## config.mk

```make
export PLATFORM = sky130hd
export DESIGN_NAME = pipe_stage_skid
export DESIGN_NICKNAME = d
export VERILOG_FILES = /design/src/rtl/pipe_pkg.sv /design/src/rtl/sat_counter.sv /design/src/rtl/pipe_stage_skid.sv
export SDC_FILE = /design/constraint.sdc
export NUM_CORES = 1
export LEC_CHECK = 0
export CORE_MARGIN = 2
export CORE_UTILIZATION = 54
export DETAILED_ROUTE_END_ITERATION = 16
export PLACE_DENSITY = 0.85
export RECOVER_POWER = 25
export SYNTH_ARGS = -nofsm -noshare
export SYNTH_HDL_FRONTEND = slang
export SYNTH_SLANG_ARGS = --single-unit
export TNS_END_PERCENT = 20
```

## constraint.sdc

```tcl
create_clock -name clk -period 19.34 [get_ports clk]
set_input_delay 3.868 -clock clk [delete_from_list [all_inputs] [get_ports clk]]
set_output_delay 3.868 -clock clk [all_outputs]
set_load 0.005 [all_outputs]
```

## src/rtl/pipe_pkg.sv

```systemverilog
// Shared types and constants for the generic vector-pipeline stage register.
package pipe_pkg;

  typedef enum logic [1:0] {
    EMPTY = 2'd0,
    ONE   = 2'd1,
    FULL  = 2'd2
  } skid_state_t;

  localparam int DEF_CTRL_W = 6;
  localparam int DEF_DATA_W = 92;
  localparam int DEF_CNT_W  = 16;

  localparam int CTRL_PCSRC = 0;
  localparam int CTRL_SWR   = 1;
  localparam int CTRL_VWR   = 2;
  localparam int CTRL_HWR   = 3;
  localparam int CTRL_M2R   = 4;
  localparam int CTRL_MWR   = 5;

  // True when a control word would commit any architectural write downstream.
  function automatic logic ctrl_commits(input logic [DEF_CTRL_W-1:0] ctrl);
    return ctrl[CTRL_SWR] | ctrl[CTRL_VWR] | ctrl[CTRL_HWR] |
           ctrl[CTRL_MWR] | ctrl[CTRL_M2R] | ctrl[CTRL_PCSRC];
  endfunction

endpackage

```

## src/rtl/sat_counter.sv

```systemverilog
// Saturating up-counter with synchronous clear taking priority over increment.
module sat_counter #(
  parameter int W = 16
) (
  input  logic         clk,
  input  logic         reset,
  input  logic         inc,
  input  logic         clr,
  output logic [W-1:0] cnt
);

  // Count up on inc, stick at all-ones, clear wins over increment.
  always_ff @(posedge clk or posedge reset) begin
    if (reset) begin
      cnt <= '0;
    end else if (clr) begin
      cnt <= '0;
    end else if (inc && (cnt != {W{1'b1}})) begin
      cnt <= cnt + 1'b1;
    end
  end

endmodule

```

## src/rtl/pipe_stage_skid.sv

```systemverilog
// Generic pipeline stage register with valid/ready handshake, 2-entry skid
// buffer, flush-to-bubble, and saturating stall/bubble statistics.
module pipe_stage_skid
  import pipe_pkg::*;
#(
  parameter int CTRL_W = DEF_CTRL_W,
  parameter int DATA_W = DEF_DATA_W,
  parameter int CNT_W  = DEF_CNT_W
) (
  input  logic              clk,
  input  logic              reset,
  input  logic              flush,
  input  logic              clr_stats,
  input  logic              in_valid,
  output logic              in_ready,
  input  logic [CTRL_W-1:0] in_ctrl,
  input  logic [DATA_W-1:0] in_data,
  output logic              out_valid,
  input  logic              out_ready,
  output logic [CTRL_W-1:0] out_ctrl,
  output logic [DATA_W-1:0] out_data,
  output logic [1:0]        occupancy,
  output logic [CNT_W-1:0]  stall_cnt,
  output logic [CNT_W-1:0]  bubble_cnt
);

  skid_state_t       state_q;
  skid_state_t       state_d;
  logic              in_ready_q;
  logic [CTRL_W-1:0] main_ctrl;
  logic [DATA_W-1:0] main_data;
  logic [CTRL_W-1:0] skid_ctrl;
  logic [DATA_W-1:0] skid_data;

  logic accept;
  logic drain;
  logic load_main_in;
  logic load_main_skid;
  logic load_skid_in;

  // A flush cycle discards the incoming beat even when in_ready is high.
  assign accept    = in_valid & in_ready_q & ~flush;
  assign out_valid = (state_q != EMPTY);
  assign drain     = out_valid & out_ready;

  assign in_ready  = in_ready_q;
  assign out_ctrl  = out_valid ? main_ctrl : '0;
  assign out_data  = main_data;
  assign occupancy = state_q;

  // Next-state and register-steering decisions for the EMPTY/ONE/FULL buffer.
  always_comb begin
    state_d        = state_q;
    load_main_in   = 1'b0;
    load_main_skid = 1'b0;
    load_skid_in   = 1'b0;
    if (flush) begin
      state_d = EMPTY;
    end else begin
      unique case (state_q)
        EMPTY: begin
          if (accept) begin
            state_d      = ONE;
            load_main_in = 1'b1;
          end
        end
        ONE: begin
          if (accept && drain) begin
            load_main_in = 1'b1;
          end else if (accept) begin
            state_d      = FULL;
            load_skid_in = 1'b1;
          end else if (drain) begin
            state_d = EMPTY;
          end
        end
        FULL: begin
          if (drain) begin
            state_d        = ONE;
            load_main_skid = 1'b1;
          end
        end
        default: state_d = EMPTY;
      endcase
    end
  end

  // State register; in_ready is registered from the next state so it never
  // depends combinationally on out_ready.
  always_ff @(posedge clk or posedge reset) begin
    if (reset) begin
      state_q    <= EMPTY;
      in_ready_q <= 1'b1;
    end else begin
      state_q    <= state_d;
      in_ready_q <= (state_d != FULL);
    end
  end

  // Main and skid storage; flush zeroes control bits but leaves payload alone.
  always_ff @(posedge clk or posedge reset) begin
    if (reset) begin
      main_ctrl <= '0;
      main_data <= '0;
      skid_ctrl <= '0;
      skid_data <= '0;
    end else if (flush) begin
      main_ctrl <= '0;
      skid_ctrl <= '0;
    end else begin
      if (load_main_in) begin
        main_ctrl <= in_ctrl;
        main_data <= in_data;
      end else if (load_main_skid) begin
        main_ctrl <= skid_ctrl;
        main_data <= skid_data;
      end
      if (load_skid_in) begin
        skid_ctrl <= in_ctrl;
        skid_data <= in_data;
      end
    end
  end

  sat_counter #(.W(CNT_W)) u_stall_cnt (
    .clk   (clk),
    .reset (reset),
    .inc   (out_valid & ~out_ready),
    .clr   (clr_stats),
    .cnt   (stall_cnt)
  );

  sat_counter #(.W(CNT_W)) u_bubble_cnt (
    .clk   (clk),
    .reset (reset),
    .inc   (~out_valid),
    .clr   (clr_stats),
    .cnt   (bubble_cnt)
  );

endmodule

```

Yosys cells after proc, flatten, opt, wreduce, memory -nomap -nowiden:

Index checks and enable logic that the tools add are counted.
Widths: inputs -> output; s select.

* register bits after elaboration: 231
* bits of input ports: 104
* output and inout port bits: 134
* word-level logic and storage cells: 63

* $add $sub $neg: 2
* equal/unequal tests: 5
* mux-type cells: 29
* bitwise gates (word level): 7
* reductions and logical operators: 12

Operators with widths (count)
* $mux 92: 2
* $mux 16: 4
* $mux 6: 6
* $add 16x1->16 const B: 2
* $ne 16x16->1 const B: 2
* $mux 2: 6
* $reduce_bool 2->1: 5
* $mux 1: 9
* $pmux 2 s3: 1
* $and 1x1->1: 4
* $reduce_and 2->1: 2
* $logic_and 1x1->1: 3
* $not 1->1: 3
* $reduce_bool 3->1: 1
* $eq 2x1->1 const B: 1
* $eq 2x2->1 const B: 1
* $logic_not 2->1: 1
* $ne 2x2->1 const B: 1
* $pmux 1 s2: 1

Depth between registers and ports, before layout:

Gate-level depths: netlist (run 1).

* word-level depth: 8
* depth in mapped cells: 8
* gate-level depth less buffers: 5

By module:

Synthesis (run 1) repeated with hierarchy kept, for this count alone.

* cells, all modules: 765
* area, all modules: 10739.0 µm²

By module, submodules not included
* pipe_stage_skid: instances 1, cells an instance 563, area each 8874.8 µm², seq. area each 4981.0 µm²
* sat_counter: instances 2, cells an instance 101, area each 932.1 µm², seq. area each 400.4 µm²

Worst setup path after synthesis (run 1):

No wires, ideal clock.

* path type: in2reg
* start: input in_valid
* end: register main_data[0] (netlist: out_data[0])
* library setup time: 0.126 ns
* arrival: 4.943 ns
* required time: 19.214 ns
* setup slack: 14.272 ns
* stages on the path: 7
* buffers on the path: 3
* cells stage by stage: nand2_1 nor4_1 buf_2 buf_6 buf_6 mux2i_1 a21oi_1

* longest elaborated chain between the ends: 8
* elaborated cells on any way between the ends: 10
* those cells by class: 5 x mux; 2 x bitwise; 3 x reduce/logical

Ends and longest elaborated chain
* from (decl): line pipe_stage_skid.sv:14 `input logic in_valid,`
* $and 1x1->1 * (2 in series): line pipe_stage_skid.sv:42 `assign accept = in_valid & in_ready_q & ~flush;`
* $logic_and 1x1->1: line pipe_stage_skid.sv:68 `if (accept && drain) begin`
* $mux 1: line pipe_stage_skid.sv:68
* $pmux 1 s2 *: line pipe_stage_skid.sv:60 `unique case (state_q)`
* $mux 1 *: line pipe_stage_skid.sv:57 `if (flush) begin`
* $reduce_bool 2->1 (no line)
* $reduce_and 2->1 (no line)
* to (signal assigned): line pipe_stage_skid.sv:113 `main_data <= in_data;`
* to (signal assigned): line pipe_stage_skid.sv:116 `main_data <= skid_data;`
* to (decl): line pipe_stage_skid.sv:31 `logic [DATA_W-1:0] main_data;`

Every way passes the cells marked *; elsewhere a longest branch is shown, timed or not.
A chain may end at the register's enable or synchronous reset.

==> results of run 1 <==
worst max-delay path: stages:
cell	delay (ns)
dlygate4sd3_1	0.55
clkinvlp_2	3.72
buf_4	1.22
where the power goes:
group / internal (mW) / switching, mW / total [mW]
Clock: 0.256 / 0.189 / 0.445
Sequential: 0.592 / 0.0578 / 0.650
Combinational: 0.191 / 0.124 / 0.315
per-layer routing:
metal  vias up  wire length (um)  track usage  share of wire
met1      3662             10100        0.319           0.42
li1       3560                 -            -              -
met5         -                 0            0              0
met4         0               822       0.0779          0.035
met2       253             11000        0.377           0.46
met3        52              1870       0.0597          0.079
Yosys cell counts, types with 3 or more instances:
master and number:
dfrtp_1 230, a21oi_1 125, nor2_1 112, mux2i_1 100
mux2_2 95, buf_2 30, nand3_1 24, nand2_1 22
clkbuf_1 13, o21ai_0 12, inv_1 9, or3_1 9
and2_1 7, buf_6 7, or4_1 7, nor2b_1 6
nor3_1 6, o31ai_1 6, nand2b_1 5, nor4_1 5
and3_1 4, and4_1 3, buf_4 3, mux2_1 3
cell families (layout without fill, tap and decap cells):
family | count (synthesis) | after routing | share of synthesized area
simple gates | 226 | 226 | 0.108
xor+xnor | 1 | 1 | 0.000855
flops | 231 | 231 | 0.564
buf+inv | 62 | 298 | 0.0326
fa+ha+maj | 2 | 2 | 0.00244
mux | 198 | 198 | 0.205
compound gates | 159 | 159 | 0.0861
path summary, 6_finish.rpt:
| check | slack [ns] | from | end |
|---|---|---|---|
| setup / recovery | 10.31 | reset | skid_ctrl[1]$_DFFE_PP0P_ |
| hold / removal | 0.49 | skid_data[22]$_DFFE_PP0P_ | skid_data[22]$_DFFE_PP0P_ |
| setup reg to reg | 16.25 | in_ready$_DFF_PP1_ | out_data[50]$_DFFE_PP0P_ |
| hold reg to reg | 0.49 | skid_data[22]$_DFFE_PP0P_ | skid_data[22]$_DFFE_PP0P_ |
| max in group clk | 12.91 | flush | out_data[50]$_DFFE_PP0P_ |
| min in group asynchronous | 5.94 | reset | skid_data[48]$_DFFE_PP0P_ |
stage by stage:
step                cells   util  power [mW]  worst slack, ns  hold WS [ns]
finish               1349  0.721        1.41            10.31         0.489
detailed placement   1305  0.680       0.971            12.38         0.481
floorplan             879      -       0.807             9.14         0.464
CTS                  1349  0.721        1.42            12.90         0.494
global route         1349  0.721        1.48             9.12         0.512
global placement     1305  0.680       0.955            12.47         0.475
final cells by class:
type / count / area, sq um
fill: 1346 / 5210
clock inverter: 9 / 48.8
timing repair buffer: 245 / 2430
sequential: 231 / 5780
inverter: 9 / 35.0
clock buffer: 35 / 713
tap: 234 / 293
multi-input combinational: 586 / 4140
state kept, by name, summed over array words and instances, names as in the netlist:
name	flops
skid_ctrl	6
u_bubble_cnt.cnt	16
out_data	92
skid_data	92
main_ctrl	6
in_ready	1
u_stall_cnt.cnt	16
occupancy	2
==> results.ini, run 1 <==
[yosys]
ys_top_cells_by_area = dfrtp_1 (56%), mux2_2 (10%), mux2i_1 (9.8%), a21oi_1 (6.1%), nor2_1 (4.1%)
ys_seq_area_frac = 0.564
yosysWarnings = 0
syn_inst = 879
ys.flop_type = dfrtp_1
syn-cell-area_sq_um = 10200
yosysUniqueCellTypes = 52
ys_ff_latch = 231
avgSynthCellArea_sq_um = 11.7
async_flop_share = 1.00
synth_top_area_frac = 0.562
synth_edf_count = 0
syn-num-nets = 985
synth_top_cell_by_area = dfrtp_1

[critical_path]
path_max_fanout = 154
critical_path.startpoint_type = primary input
critical_path_required_ns = 19.83
reg2reg_depth = 6
path_class = primary input to async pin
arrival_ns = 9.52
worstSetupEndpointType = async pin

[global_route]
antenna_found_initial = 0
grt_overflow = 0
grt_pass1_vias = 7557
grt_first_pass_wirelength_um = 38600
grt_max_degree = 155
grt_util_all_layers = 0.236

[clock_network]
cts_tree = built
cts_buffer_depth = 3
cts.clk_slew.worst_paths_ns = 0.06
cts_sinks = 231
insertion_delay_ns = 0.50
cts_setup_buffers = 0
h-tree-depth = 1
numCtsBuffers = 25
cts.repair.resized = 0
root_buffer = clkbuf_16
cts.hold.buffers_added = 0

[route]
drt_first_iter_violations = 296
antenna_left = 0
vias = 7527
dr.pass1.iters = 4
wl_um = 23800
detail_route.drc_violations = 0
via_per_inst = 5.58
wl_per_cell_um = 17.7

[timing]
drv_slew = 197
slew_headroom = -3.51
finalCriticalPeriod_ns = 9.03
fin_skew_ns = 0.00772
worstMarginPinSlew_ns = 6.73
rsz0062_at_grt = false
fin_setup_tns_ns = 0
period_share = 0.467
setup_viol = 0
finalHoldViolCount = 0
max_clock_freq_ghz = 0.111

[floorplan]
fp.dieH_um = 142
initial_core_util = 0.550
ios = 238
placementRows = 50
core_sq_um = 18600
dieArea_sq_um = 20100
die_x_um = 142

[finish]
layout-drive-gt1-share = 0.138
final_nets = 1204
area_delta_synth_final_pct = 31.1
final_cell_mix = clkdlybuf4s50_1 (235), dfrtp_1 (230), a21oi_1 (125)
final_common_cell = clkdlybuf4s50_1
n_antenna_cell = 0
final_area_sq_um = 13400

[status]
outcome = finished, violations left
violations = max-capacitance violations, max-slew violations

[placed_design]
finalWeightedCongestion = 0.849
dp_hpwl_um = 15400
numPortBuffers = 237
place_area_sq_um = 12700

[hold_path]
hold_depth = 1
hold_class = flop to flop

[pwr]
power_leakage_nw = 5.65
vdd.ir_drop.worst_mv = 0.0804
power_density_nw_per_um2 = 105

[flow_run]
maxCapViolations = 2

No activity file was read; power rests on OpenSTA's default activity.
==> inputs of run 2 (changes only) <==
--- a/config.mk
+++ b/config.mk
@@ -6,9 +6,9 @@
 export NUM_CORES = 1
 export LEC_CHECK = 0
 export CORE_MARGIN = 2
-export CORE_UTILIZATION = 54
+export CORE_UTILIZATION = 45
 export DETAILED_ROUTE_END_ITERATION = 16
-export PLACE_DENSITY = 0.85
+export PLACE_DENSITY = 0.76
 export RECOVER_POWER = 25
 export SYNTH_ARGS = -nofsm -noshare
 export SYNTH_HDL_FRONTEND = slang
==> constraint.sdc (replaced) <==
create_clock -name clk -period 7.95 [get_ports clk]
set_input_delay 1.59 -clock clk [delete_from_list [all_inputs] [get_ports clk]]
set_output_delay 1.59 -clock clk [all_outputs]
set_load 0.005 [all_outputs]
==> run 2 against run 1 <==
Net effect: the run still ends with max-capacitance violations, max-slew violations left; sequential share of layout area decreased by 0.18 points; die area increased by 19%; register-to-register slack got worse by 11 ns; sequential power increased by 140%; final cell count up 3.4%; design area is 0.41% higher; combinational power rose by 140%; global-route usage is 3.4 points lower; wire length is 1.7% higher; first-iteration DRC count increased by 21%; largest cell class unchanged; largest power group unchanged; highest routed layer is now met5.
==> results.ini, run 2 (synthesis gave the netlist of run 1 again) <==
[critical_path]
cp_slowest_stage_delay_ns = 1.85  ; -1.87 ns
crit_slowest_cell = clkinvlp_4
crit_chain = dlygate4sd3_1 > clkinvlp_4 > buf_4
startpoint = reset
critical_path_required_ns = 8.51  ; -11.32 ns
path_max_fanout = 144  ; -6.5%
critPathBufInv = 3  ; unchanged
path_class = primary input to async pin
worstSetupEndpointType = async pin
arrival_ns = 5.04  ; -4.48 ns
critical_path.startpoint_type = primary input
r2r_start = occupancy[1]$_DFF_PP0_
cp_top_family = buffers and inverters

[route]
wl_um = 24200  ; +1.7%
drt_first_iter_violations = 357  ; +21%
via_per_inst = 5.36  ; -4.0%
wl_per_cell_um = 17.4  ; -1.6%
vias = 7476  ; -0.68%
antenna_left = 0  ; unchanged
dr.pass1.iters = 4  ; unchanged
detail_route.drc_violations = 0  ; unchanged

[timing]
worstMarginPinSlew_ns = 3.06  ; -3.67 ns
setup_viol = 0  ; unchanged
fin_setup_tns_ns = 0  ; unchanged
rsz0062_at_grt = false
finalHoldViolCount = 0  ; unchanged
period_share = 0.564
slew_headroom = -1.04  ; +2.47
drv_slew = 187  ; -5.1%
max_clock_freq_ghz = 0.223
fin_skew_ns = 0.00648  ; -0.00124 ns
finalCriticalPeriod_ns = 4.48
layout_setup_ws_ns = 3.47  ; -6.84 ns

[hold_path]
hold_class = flop to flop
hp-start = skid_data[22]$_DFFE_PP0P_

[finish]
utilization = 0.600  ; -0.121
final_common_cell = clkdlybuf4s50_1
final_nets = 1202  ; -0.17%
layout-drive-gt1-share = 0.132  ; -0.00635
final_cell_mix = clkdlybuf4s50_1 (235), dfrtp_1 (230), a21oi_1 (125)
final_area_sq_um = 13500  ; +0.41%
area_delta_synth_final_pct = 31.6

[pwr]
power_density_nw_per_um2 = 253  ; +140%
power_leakage_nw = 5.62  ; -0.60%
vdd.ir_drop.worst_mv = 0.211  ; +160%
total_power_mw = 3.41  ; +140%

[placed_design]
numPortBuffers = 237  ; unchanged
place_area_sq_um = 12800  ; +0.58%
finalWeightedCongestion = 0.843  ; -0.66%
dp_slack_ns = 3.56  ; -8.82 ns
dp_hpwl_um = 15600  ; +1.6%

[floorplan]
ios = 238  ; unchanged
core_sq_um = 22500  ; +21%
die_x_um = 155  ; +9.3%
fp.dieH_um = 155  ; +9.3%
initial_core_util = 0.455  ; -0.0943
placementRows = 55  ; +10%
dieArea_sq_um = 24000  ; +19%

[clock_network]
cts.clk_slew.worst_paths_ns = 0.06  ; about the same
cts.hold.buffers_added = 0  ; unchanged
h-tree-depth = 1  ; unchanged
cts_sinks = 231  ; unchanged
root_buffer = clkbuf_16
cts_setup_buffers = 0  ; unchanged
cts.repair.resized = 0  ; unchanged
cts_buffer_depth = 3  ; unchanged
numCtsBuffers = 25  ; unchanged
insertion_delay_ns = 0.50  ; about the same
cts_tree = built

[global_route]
grt_pass1_vias = 7611  ; +0.71%
grt_util_all_layers = 0.202  ; -0.0343
grt_first_pass_wirelength_um = 39600  ; +2.7%
antenna_found_initial = 2  ; +2
grt_overflow = 0  ; unchanged
grt_max_degree = 197  ; +27%

[status]
outcome = finished, violations left
violations = max-capacitance violations, max-slew violations

[flow_run]
maxCapViolations = 2  ; unchanged

[run 2: changes by cell type in the layout (fill, tap and decap cells not counted), sizes merged]
cell and change:
buf -2, diode +2, bufinv +1, inv -1, clkbuf -2, clkinv -5, clkinvlp +2
[run 2: path summary, 6_finish.rpt]
kind / end / slack [ns] / depth (start not counted)
setup / recovery: skid_data[42]$_DFFE_PP0P_ / 3.47 / 3
hold / removal: skid_data[22]$_DFFE_PP0P_ / 0.50 / 1
setup reg to reg: skid_data[21]$_DFFE_PP0P_ / 5.15 / 4
hold reg to reg: skid_data[22]$_DFFE_PP0P_ / 0.50 / 1
max in group clk: out_ctrl[5] / 3.97 / 4
min in group asynchronous: out_data[40]$_DFFE_PP0P_ / 2.51 / 2
[run 2: per-layer routing]
metal | vias to the layer above | share of wire | GRT usage
li1 | 3559 | - | -
met1 | 3641 | 0.43 | 0.275
met2 | 239 | 0.46 | 0.320
met3 | 35 | 0.090 | 0.0582
met4 | 2 | 0.022 | 0.0494
met5 | - | 0.00058 | 0
[run 2: final cells by class]
cell class | count | area [sq um]
flip-flops and latches | 231 | 5780
inverters | 9 | 37.5
multi-input cells | 586 | 4140
repair buffers | 243 | 2440
clock buffers | 33 | 676
fillers | 1872 | 9010
clock inverters | 6 | 60.1
diodes | 2 | 5.00
well taps | 285 | 357
[run 2: report_power, final]
| group | internal, mW | switching, mW |
|---|---|---|
| Clock | 0.623 | 0.450 |
| Combinational | 0.465 | 0.289 |
| Sequential | 1.44 | 0.148 |
[run 2: per-stage QoR]
stage,std cells,hold WS [ns]
after floorplan,879,0.464
after global placement,1354,0.476
after detailed placement,1354,0.484
after CTS,1393,0.499
after global routing,1393,0.516
final,1395,0.496
[run 2: worst reg2reg max path, stage by stage, from the launching register on]
cell     delay, ns
dfrtp_1       0.58
and4b_1       0.38
nand2_4       0.57
buf_4         0.68
mux2_2        0.46
